--- src/rtl/fire_encoder_if.sv ---
// Handshake/bus bundle between a Fire-code encoder and its client.
//   start    : request to encode data_in (client -> encoder)
//   data_in  : K-bit message, bit K-1 shifted first (client -> encoder)
//   data_out : N-bit codeword {message, parity} (encoder -> client)
//   done     : one-cycle pulse when data_out updates (encoder -> client)
//   busy     : high while an encode is in progress (encoder -> client)
interface fire_encoder_if #(
  parameter int unsigned N = 64,
  parameter int unsigned K = 40
);
  logic         start;
  logic [K-1:0] data_in;
  logic [N-1:0] data_out;
  logic         done;
  logic         busy;

  modport master (output start, data_in, input data_out, done, busy);
  modport slave  (input start, data_in, output data_out, done, busy);
endinterface

--- src/rtl/fire_encoder.sv ---
// Systematic serial encoder for the (64,40) Fire code, g(x) = x^24+x^19+x^15+x^9+x^4+1.
// Parity is d(x)*x^24 mod g(x), produced by a 24-bit LFSR one message bit per clock, MSB first.
// Ports:
//   clk   : rising-edge clock
//   reset : asynchronous active-high reset
//   bus   : fire_encoder_if slave (start, data_in in; data_out, done, busy out)
module fire_encoder #(
  parameter int unsigned     N     = 64,
  parameter int unsigned     K     = 40,
  parameter logic [N-K-1:0]  GPOLY = 24'h088211
) (
  input  logic           clk,
  input  logic           reset,
  fire_encoder_if.slave  bus
);

  localparam int unsigned P  = N - K;
  localparam int unsigned CW = $clog2(K);

  typedef enum logic {IDLE, SHIFT} state_t;

  state_t         state;
  logic [P-1:0]   rem;
  logic [K-1:0]   msg;
  logic [CW-1:0]  cnt;
  logic [N-1:0]   data_out;
  logic           done;
  logic           busy;

  logic           bit_c;
  logic           fb_c;
  logic [P-1:0]   rem_next_c;

  // One LFSR step: current message bit folded into the top of the remainder.
  always_comb begin
    bit_c      = msg[cnt];
    fb_c       = rem[P-1] ^ bit_c;
    rem_next_c = {rem[P-2:0], 1'b0} ^ (fb_c ? GPOLY : '0);
  end

  // Control FSM with LFSR, counter and registered outputs.
  always_ff @(posedge clk or posedge reset) begin
    if (reset) begin
      state    <= IDLE;
      rem      <= '0;
      msg      <= '0;
      cnt      <= '0;
      data_out <= '0;
      done     <= 1'b0;
      busy     <= 1'b0;
    end else begin
      done <= 1'b0;
      case (state)
        IDLE: begin
          if (bus.start) begin
            msg   <= bus.data_in;
            rem   <= '0;
            cnt   <= CW'(K - 1);
            busy  <= 1'b1;
            state <= SHIFT;
          end
        end
        SHIFT: begin
          rem <= rem_next_c;
          cnt <= cnt - CW'(1);
          // Last message bit: publish the codeword using this edge's remainder.
          if (cnt == '0) begin
            data_out <= {msg, rem_next_c};
            done     <= 1'b1;
            busy     <= 1'b0;
            state    <= IDLE;
          end
        end
        default: state <= IDLE;
      endcase
    end
  end

  assign bus.data_out = data_out;
  assign bus.done     = done;
  assign bus.busy     = busy;

endmodule

--- src/flat_wrapper.sv ---
// flat-port wrapper written by rule: the top's interface ports become plain ports
module fire_encoder_flat 
#(
  parameter int unsigned     N     = 64,
  parameter int unsigned     K     = 40,
  parameter logic [N-K-1:0]  GPOLY = 24'h088211
)
  (clk, reset, bus_start, bus_data_in, bus_data_out, bus_done, bus_busy);
  fire_encoder_if #(.N(N), .K(K)) bus_i ();
  input  logic clk;
  input  logic reset;
  input wire logic [$bits(bus_i.start)-1:0] bus_start;
  input wire logic [$bits(bus_i.data_in)-1:0] bus_data_in;
  output wire logic [$bits(bus_i.data_out)-1:0] bus_data_out;
  output wire logic [$bits(bus_i.done)-1:0] bus_done;
  output wire logic [$bits(bus_i.busy)-1:0] bus_busy;
  assign bus_i.start = bus_start;
  assign bus_i.data_in = bus_data_in;
  assign bus_data_out = bus_i.data_out;
  assign bus_done = bus_i.done;
  assign bus_busy = bus_i.busy;
  fire_encoder #(.N(N), .K(K), .GPOLY(GPOLY)) u_core (.clk(clk), .reset(reset), .bus(bus_i));
endmodule
--- config.mk ---
export PLATFORM = sky130hd
export DESIGN_NAME = fire_encoder_flat
export DESIGN_NICKNAME = d
export VERILOG_FILES = /design/src/rtl/fire_encoder_if.sv /design/src/rtl/fire_encoder.sv /design/src/flat_wrapper.sv
export SDC_FILE = /design/constraint.sdc
export NUM_CORES = 1
export LEC_CHECK = 0
export ABC_CLOCK_PERIOD_IN_PS = 6100
export BUFFER_PORTS_ARGS = -buffer_cell sky130_fd_sc_hd__buf_4
export CORE_MARGIN = 8
export CORE_UTILIZATION = 40
export CTS_CLUSTER_SIZE = 24
export DETAILED_ROUTE_END_ITERATION = 10
export SLEW_MARGIN = 5
export SYNTH_ARGS = -nofsm -noshare
export SYNTH_HDL_FRONTEND = slang
export SYNTH_SLANG_ARGS = --single-unit
--- constraint.sdc ---
create_clock -name clk -period 6.1 [get_ports clk]
set_input_delay 1.22 -clock clk [delete_from_list [all_inputs] [get_ports clk]]
set_output_delay 1.22 -clock clk [all_outputs]
set_load 0.01 [all_outputs]
# Word level (Yosys, flattened, before mapping)
# Index checks and enable logic that the tools add are counted.
# op_classes
n_addsub,1
order_cmp,1
n_eq_ne,2
mux,15
n_bitwise,3
reduce_logical,4
# op_table
cell,n
one-hot mux 24 bit (2 select lines),1
2-to-1 mux 24 bit,1
bitwise XOR 24 bit,1
2-to-1 mux 20 bit,1
one-hot mux 6 bit (2 select lines),1
< comparator 6 x 7 -> 1 bit (second input constant),1
2-to-1 mux 1 bit,7
binary-select mux 1 bit (select 6 bit),1
logical NOT 6 bit,1
2-to-1 mux 6 bit,1
AND reduction 2 bit,3
subtractor 6 x 1 -> 6 bit (second input constant),1
!= test 2 bit (second input constant),2
one-hot mux 1 bit (2 select lines),2
NOT 1 bit,1
bitwise XOR 1 bit,1
# totals
register_bits,137
input_bits,43
output_inout_bits,66
elab_cells,33

# Depth between registers and ports, before layout
# Gate-level depths: netlist of the first run.
# logic_depth
ltp_word,6
ltp_mapped,8
ltp_nobuf,6

# Worst setup path before layout of the first run
# No wires, ideal clock.
# synth_path
path_kind,input -> register
from,in bus_start
to,reg u_core.msg[0]
setup_time_ns,0.125
arrival_time_ns,2.234
required_ns,5.975
setup_slack_ns,3.741
cell_stages,4
path_buffers,2
path_cell_list,nor2b_1 clkbuf_1 clkbuf_1 mux2_2
# synth_via
elab_chain_cells,1
# synth_lines
element,line,source
"start, declared",flat_wrapper.sv:12,input wire logic [$bits(bus_i.start)-1:0] bus_start;
AND reduction 2 bit (no line),-,
"end signal, assigned",fire_encoder.sv:56,msg <= bus.data_in;
"end, declared",fire_encoder.sv:24,logic [K-1:0] msg;
# No other way between the ends.
# A chain may end at the register's enable or synchronous reset.

# Final worst setup path of the first run
# layout_path
from,in bus_start
to,reg u_core.msg[31]
# The elaborated chain is that of the path after synthesis.

==> results of run 1 <==
registers in the layout, summed over array words and instances (netlist names):
name / flops
u_core.bus.busy: 1
u_core.msg: 40
u_core.bus.data_out: 64
u_core.rem: 24
u_core.state: 1
u_core.cnt: 6
u_core.bus.done: 1
cell usage in the layout (no fill, tap or decap), types with 2 or more instances in the layout:
cell	count
a21oi_1	3
a22o_1	5
buf_4	111
bufinv_16	2
clkbuf_1	3
clkbuf_16	17
clkbuf_8	2
clkinv_2	6
dfrtp_1	137
ha_1	2
inv_1	2
mux2_2	41
mux2i_1	4
mux4_1	8
mux4_2	2
nand2_1	205
nand2b_1	21
nor2_1	7
nor3_1	4
o21ai_0	24
xnor2_1	11
xor2_1	5
metal layers:
layer  track usage  up-vias  wire length [microns]
met4        0.0531        0                    161
met2         0.227       92                   5920
li1              -     1926                      -
met3        0.0503       15                    845
met1         0.189     1900                   5860
met5             0        -                      0
critical path, cell delays in order:
cell     delay (ns)
buf_4          0.23
nor2b_4        0.98
mux2_2         0.43
per-stage QoR:
stage                      util  worst slack [ns]  power [uW]
after floorplan               -              1.21        2530
after global placement    0.467              3.11        3000
after global routing      0.506              3.19        4270
final                     0.506              3.50        3990
after CTS                 0.506              3.43        4050
after detailed placement  0.467              3.04        3050
cell type report:
| type | count | area share |
|---|---|---|
| inverters | 4 | 0.00275 |
| clock inverters | 9 | 0.0136 |
| repair buffers | 111 | 0.115 |
| multi-input cells | 355 | 0.302 |
| flip-flops and latches | 137 | 0.471 |
| clock buffers | 22 | 0.0638 |
| well taps | 184 | 0.0317 |
report_power, final:
part | switching [uW] | internal, uW | total [uW] | leakage (uW)
Sequential | 349 | 1330 | 1680 | 0.00173
Combinational | 585 | 740 | 1320 | 0.00168
Clock | 367 | 617 | 984 | 0.000283
cells by family (layout without fill, tap and decap cells):
family	count (synthesis)	count (layout)	synth area share
mux	55	55	0.130
xor+xnor	16	16	0.0241
fa+ha+maj	2	2	0.00431
simple gates	245	245	0.176
buf+inv	35	146	0.0327
compound gates	37	37	0.0418
flops	137	137	0.590
final timing paths:
path                       cells after the start                      end  slack, ns
min reg2reg                                    2  u_core.bus.data_out[13]       0.47
max reg2reg                                    5  u_core.bus.data_out[46]       3.52
min in group asynchronous                      2   u_core.bus.data_out[5]       1.00
max in group asynchronous                      3  u_core.bus.data_out[32]       4.05
min                                            2  u_core.bus.data_out[13]       0.47
max                                            3           u_core.msg[31]       3.50
==> flow_summary.toml, run 1 <==
[synthesis]
avgSynthCellArea_sq_um = 11.0
yosysUniqueCellTypes = 35
post_synth_inst_count = 527
ys.flop_type = "dfrtp_1"
count_of_flip_flops_with_a_built_in_enable_after_synthesis = 0
netlist.top_cell.by_area = "dfrtp_1"
ys_ff_latch = 137
synth_warnings = 0
post_synth_instance_area_sq_um = 5810
synth_top_cell_area_share = 0.590
synthesis.nets = 572
synth.yosys.seq_area_share = 0.590
postSynth.asyncResetShare = 1.00
post-synth-top-count-cell = "nand2_1"
cell_types_occupying_the_most_area_after_synthesis = "dfrtp_1 59%, nand2_1 13%, mux2_2 7.9%"
synth_top_cells_by_count = "205 x nand2_1, 137 x dfrtp_1, 41 x mux2_2"

[sta]
final_hold_viol_count = 0
clock.fmax_mhz = 384
setup-violations-final = 0
worst_slew_pin_slew_ns = 1.17
max-slew-margin-rel = 0.219
final_worst_path_period_share = 0.427
period_minus_slack_ns = 2.60
holdWs_ns = 0.471
fin_tns_setup_ns = 0
grt_setup_unrepaired = "false"
finClkSkew_ns = 0.0101
maxSlewViolCount = 0

[placement]
placement.io_buffers = 108
place_congestion = 0.750
inst_count_dp = 791
placement_stage_cell_area_sq_um = 6710
detailed_place_hpwl_microns = 8560

[global_routing]
groute.usage.overall = 0.147
antenna_violations_before_repair = 0
global_route.overflow_total = 0
grt_pass1_wl_microns = 21500
via_count_of_the_first_global_routing_pass = 4198
grt_max_degree = 99

[clock_network]
post_cts.repair.setup_buffers = 0
cts_buffers = 17
cts-resized-gates = 0
clock-sinks = 137
clock_insertion_delay_worst_skew_ns = 0.41
cts_max_level = 4
root_buffer = "clkbuf_16"
cts.clk_slew.worst_paths_ns = 0.05
post_cts_hold_buffer_count = 0
tritoncts = "built"
clk_path_buf_depth = 2

[final_layout]
finish.net_count = 671
n_antenna_cell = 0
postLayoutCellArea_sq_um = 7270
flow.area_growth_from_synthesis_pct = 25.2
multi_input_logic_area_sq_um = 2200
layout.cells.non_filler = 822
n_fill_cell = 1345
final-seq-area_sq_um = 3430
layout_cell_share_with_drive_strength_beyond_1 = 0.298

[floorplan]
row_count = 44
start_util = 0.404
pin_count = 109
fp.coreArea_sq_um = 14400
die_w_microns = 137
die_height_microns = 137
dieArea_sq_um = 18600

[routing]
detail-route-antenna-nets = 0
avgViaCountPerCell = 4.78
drt_drc_violations_left = 0
routedWlPerCell_microns = 15.6
drt_first_pass_iters = 4
detailroute.via_count = 3933
detail_route.wirelength_microns = 12800
drt-initial-drc-count = 175

[hold_path]
hold_class = "reg -> reg"
min-delay-start = "u_core.bus.data_out[13]"

[pwr]
leakagePower_uw = 0.00369
power.ir.vdd_worst_mv = 0.222
power_density_nw_per_um2 = 548

[setup_path]
worstSetupEndpointType = "flop"
worst_path_fanout_max = 42
worstSetupStartpoint = "bus_start"
critPathKind = "in -> reg"
critical_path_arrival_ns = 2.89
worstPathRequired_ns = 6.39
critPathLaunchType = "input pin"
reg2reg_from = "u_core.cnt[2]"

[run_status]
status = "finished clean"

[run]
max_cap_viol_count = 0
No activity file was read; power rests on OpenSTA's default activity.
==> run 2: changes to the inputs <==
Settings changed: ABC_CLOCK_PERIOD_IN_PS 6100 to 2400.
Clock period 6.1 ns to 2.4 ns, I/O delays scaled along.
==> run 2 against run 1 <==
Register-to-register slack worse by 3.4 ns; cell count up 0.97%; worst setup slack worse by 3.4 ns; hold slack worse by 0.28 ns; sequential share of layout area down 0.42 points; critical endpoint is now u_core.rem[15]; largest cell class unchanged.
==> flow_summary.toml, run 2 (synthesis results as in run 1) <==
[sta]
grt_setup_unrepaired = "false"
final_hold_viol_count = 0
setup-violations-final = 0
worst_slew_pin_slew_ns = 0.824
fin_tns_setup_ns = 0
finClkSkew_ns = 0.00987
clock.fmax_mhz = 441
max-slew-margin-rel = 0.451
period_minus_slack_ns = 2.27
final_worst_path_period_share = 0.945
maxSlewViolCount = 0

[floorplan]
start_util = 0.404
dieArea_sq_um = 18600
pin_count = 109
fp.coreArea_sq_um = 14400
die_height_microns = 137
die_w_microns = 137
row_count = 44

[routing]
drt_drc_violations_left = 0
detailroute.via_count = 4002
avgViaCountPerCell = 4.82
drt_first_pass_iters = 4
detail-route-antenna-nets = 0
drt-initial-drc-count = 186
routedWlPerCell_microns = 15.5
detail_route.wirelength_microns = 12900

[run_status]
status = "finished clean"

[pwr]
power.ir.vdd_worst_mv = 0.684
p_total_uw = 10000
leakagePower_uw = 0.00371
power_density_nw_per_um2 = 1370

[setup_path]
worstPathRequired_ns = 2.70
reg2reg_slack_ns = 0.13
crit-reg2reg-capture = "u_core.rem[15]"
worstSetupStartpoint = "u_core.cnt[1]"
reg2reg_from = "u_core.cnt[1]"
timing.critical_path.max_delay_family = "multiplexers"
worstSetupEndpointType = "flop"
timing.critical_path.slowest_stage_cell = "mux4_1"
crit_path_max_incr_delay_ns = 0.61
path_cells = "mux4_1 > mux2i_1 > and3_1 > o41ai_4 > xnor2_1 > a22o_1"
critPathLaunchType = "flop"
worst_r2r_path_depth = 6
worst_path_fanout_max = 8
critPathKind = "reg -> reg"
critical_path.n_buffers_inverters = 0
critical_path_arrival_ns = 2.57

[final_layout]
layout_commonest_cell = "nand2_1"
finish.net_count = 679
layout.cells.most_common_list = "205 x nand2_1, 137 x dfrtp_1, 116 x buf_4"
n_fill_cell = 1279
n_antenna_cell = 0
flow.area_growth_from_synthesis_pct = 26.3
number_of_flip_flops_under_the_largest_register_name = 64
layout_cell_share_with_drive_strength_beyond_1 = 0.303
regMostFlops = "u_core.bus.data_out"
reg.largest.list = "u_core.bus.data_out x64, u_core.msg x40, u_core.rem x24"

[clock_network]
cts-resized-gates = 0
root_buffer = "clkbuf_16"
cts_buffers = 17
post_cts.repair.setup_buffers = 0
post_cts_hold_buffer_count = 0
cts_max_level = 4
clock-sinks = 137
tritoncts = "built"
clock_insertion_delay_worst_skew_ns = 0.42
clk_path_buf_depth = 2
cts.clk_slew.worst_paths_ns = 0.05

[global_routing]
via_count_of_the_first_global_routing_pass = 4131
grt_max_degree = 138
global_route.overflow_total = 0
grt_pass1_wl_microns = 21200
antenna_violations_before_repair = 0
groute.usage.overall = 0.147

[hold_path]
hold_class = "in -> async"

[placement]
detailed_place_hpwl_microns = 8810
place_congestion = 0.738
placement.io_buffers = 108

[run]
max_cap_viol_count = 0
==> run 2: cell types whose count changed in the layout (fill, tap and decap cells not counted), sizes merged <==
cell	delta
buf	+8
bufinv	-1
clkbuf	+1
clkinv	-2
clkinvlp	+3
inv	-1
==> run 2: power breakdown <==
part | leakage, uW | switching (uW) | internal (uW)
registers | 0.00173 | 870 | 3380
clock network | 0.000257 | 926 | 1440
logic | 0.00173 | 1500 | 1930
==> run 2: final cells by class <==
| cell class | instances | area [sq um] | area share |
|---|---|---|---|
| inverter | 4 | 18.8 | 0.00256 |
| tap | 184 | 230 | 0.0314 |
| clock buffer | 23 | 458 | 0.0624 |
| sequential | 137 | 3430 | 0.467 |
| multi-input combinational | 355 | 2200 | 0.299 |
| timing repair buffer | 119 | 931 | 0.127 |
| clock inverter | 8 | 73.8 | 0.0101 |
==> run 2: through the flow <==
stage | hold WS, ns | instances | instance area [sq um] | setup WS (ns) | util
final | 0.193 | 830 | 7340 | 0.133 | 0.511
after global routing | 0.268 | 830 | 7340 | 0.00585 | 0.511
after CTS | 0.270 | 830 | 7340 | 0.111 | 0.511
after detailed placement | 0.464 | 799 | 6810 | 0.136 | 0.474
after global placement | 0.460 | 799 | 6810 | 0.231 | 0.474
after floorplan | 0.448 | 527 | 5810 | 0.213 | -
==> run 2: how the worst max path moves through the flow <==
stage / to / cells past startpoint
after global placement: u_core.rem[15] / 7
after floorplan: u_core.bus.busy / 1
after CTS: u_core.rem[9] / 6
after detailed placement: u_core.rem[9] / 6
final: u_core.rem[15] / 6
after global routing: u_core.rem[15] / 6
==> run 2: metal layers <==
metal	vias to the layer above	GRT usage	share of wire
met3	17	0.0613	0.066
met4	0	0.0549	0.014
met5	-	0	0
li1	1940	-	-
met1	1953	0.187	0.46
met2	92	0.218	0.46
==> run 2: tightest hold or removal path, stage by stage <==
cell and delay [ns]:
buf_4 0.12, clkinvlp_4 0.07, buf_12 0.43
==> run 3: changes to the inputs <==
Settings changed: CORE_ASPECT_RATIO set to 0.75.
==> run 3 against run 2 <==
Utilization increased by 0.60 points; register-to-register slack improved by 0.07 ns; wire length increased by 6.2%; via count increased by 0.47%; non-clock buffer count increased by 1; worst setup slack improved by 0.068 ns; fmax increased by 3.1%; final area increased by 0.77%; combinational power about the same; power increased by 0.89%; hold slack improved by 0.10 ns; critical path depth unchanged; critical path type unchanged; critical endpoint is now u_core.rem[9].
==> flow_summary.toml, run 3 (synthesis results as in run 1) <==
[pwr]
p_total_uw = 10100
power.ir.vdd_worst_mv = 0.599
leakagePower_uw = 0.00373
power_density_nw_per_um2 = 1370

[floorplan]
pin_count = 109
die_w_microns = 155
start_util = 0.406
dieArea_sq_um = 18700
fp.coreArea_sq_um = 14300
die_height_microns = 120
row_count = 38

[clock_network]
cts_max_level = 4
clock-sinks = 137
cts.clk_slew.worst_paths_ns = 0.06
tritoncts = "built"
post_cts.repair.setup_buffers = 0
cts_buffers = 17
clk_path_buf_depth = 2
cts-resized-gates = 0
root_buffer = "clkbuf_16"
clock_insertion_delay_worst_skew_ns = 0.42
post_cts_hold_buffer_count = 0

[final_layout]
number_of_flip_flops_under_the_largest_register_name = 64
postLayoutCellArea_sq_um = 7390
flow.area_growth_from_synthesis_pct = 27.3
finish.net_count = 680
layout_cell_share_with_drive_strength_beyond_1 = 0.311
n_antenna_cell = 0
reg.largest.list = "u_core.bus.data_out x64, u_core.msg x40, u_core.rem x24"
regMostFlops = "u_core.bus.data_out"
postLayoutCoreUtil = 0.517
layout_commonest_cell = "nand2_1"
layout.cells.most_common_list = "205 x nand2_1, 135 x dfrtp_1, 116 x buf_4"

[setup_path]
path_cells = "mux4_1 > mux2i_1 > and3_1 > o41ai_4 > xnor2_1 > a22o_1"
critical_path.n_buffers_inverters = 0
timing.critical_path.slowest_stage_cell = "o41ai_4"
critPathKind = "reg -> reg"
worstSetupEndpointType = "flop"
critPathLaunchType = "flop"
worst_path_fanout_max = 9
crit_path_max_incr_delay_ns = 0.56
worstPathRequired_ns = 2.70
critical_path_arrival_ns = 2.50
timing.critical_path.max_delay_family = "compound AO/OA/AOI/OAI gates"

[global_routing]
grt_max_degree = 138
antenna_violations_before_repair = 0
global_route.overflow_total = 0
grt_pass1_wl_microns = 22800
groute.usage.overall = 0.155
via_count_of_the_first_global_routing_pass = 4291

[hold_path]
hold_class = "in -> reg"

[sta]
final_worst_path_period_share = 0.916
setup_slack_after_layout_ns = 0.201
clock.fmax_mhz = 455
setup-violations-final = 0
fin_tns_setup_ns = 0
grt_setup_unrepaired = "false"
finClkSkew_ns = 0.00637
maxSlewViolCount = 0
final_hold_viol_count = 0
worst_slew_pin_slew_ns = 0.711
period_minus_slack_ns = 2.20
max-slew-margin-rel = 0.526

[routing]
drt_drc_violations_left = 0
detailroute.via_count = 4021
drt-initial-drc-count = 193
detail-route-antenna-nets = 0
avgViaCountPerCell = 4.75
routedWlPerCell_microns = 16.2
detail_route.wirelength_microns = 13700
drt_first_pass_iters = 4

[run_status]
status = "finished clean"

[run]
max_cap_viol_count = 0

[placement]
place_congestion = 0.847
placement.io_buffers = 108
dpl_worst_slack_ns = 0.0764
detailed_place_hpwl_microns = 9510
placement_stage_cell_area_sq_um = 6850
==> run 3: cell type report <==
cell class	count	area, sq um
clock buffers	25	505
fillers	1286	6920
clock inverters	6	40.0
multi-input cells	355	2200
flip-flops and latches	137	3430
repair buffers	120	951
inverters	4	18.8
well taps	200	250
==> run 3: layer usage <==
metal / up-vias / part of all wire / track usage
li1: 1936 / - / -
met2: 99 / 0.43 / 0.224
met1: 1975 / 0.49 / 0.209
met3: 11 / 0.071 / 0.0602
met5: - / 0 / 0
met4: 0 / 0.011 / 0.0549
==> run 3: final timing paths <==
path	start	endpoint	slack (ns)	depth (start not counted)
hold / removal	bus_data_in[23]	u_core.msg[23]	0.29	2
min in group asynchronous	reset	u_core.bus.data_out[61]	0.31	3
max in group asynchronous	reset	u_core.cnt[0]	1.56	3
setup reg to reg	u_core.cnt[1]	u_core.rem[9]	0.20	6
setup / recovery	u_core.cnt[1]	u_core.rem[9]	0.20	6
hold reg to reg	u_core.bus.data_out[59]	u_core.bus.data_out[59]	0.47	2
==> run 3: through the flow <==
step	hold slack, ns	instances
6_report	0.295	847
2_1_floorplan	0.448	527
5_1_grt	0.279	847
4_1_cts	0.275	847
3_3_place_gp	0.462	816
3_5_place_dp	0.463	816
==> run 3: power breakdown <==
group	switching, uW	total [uW]	internal, uW
clock network	919	2370	1450
logic	1510	3440	1930
registers	946	4330	3380
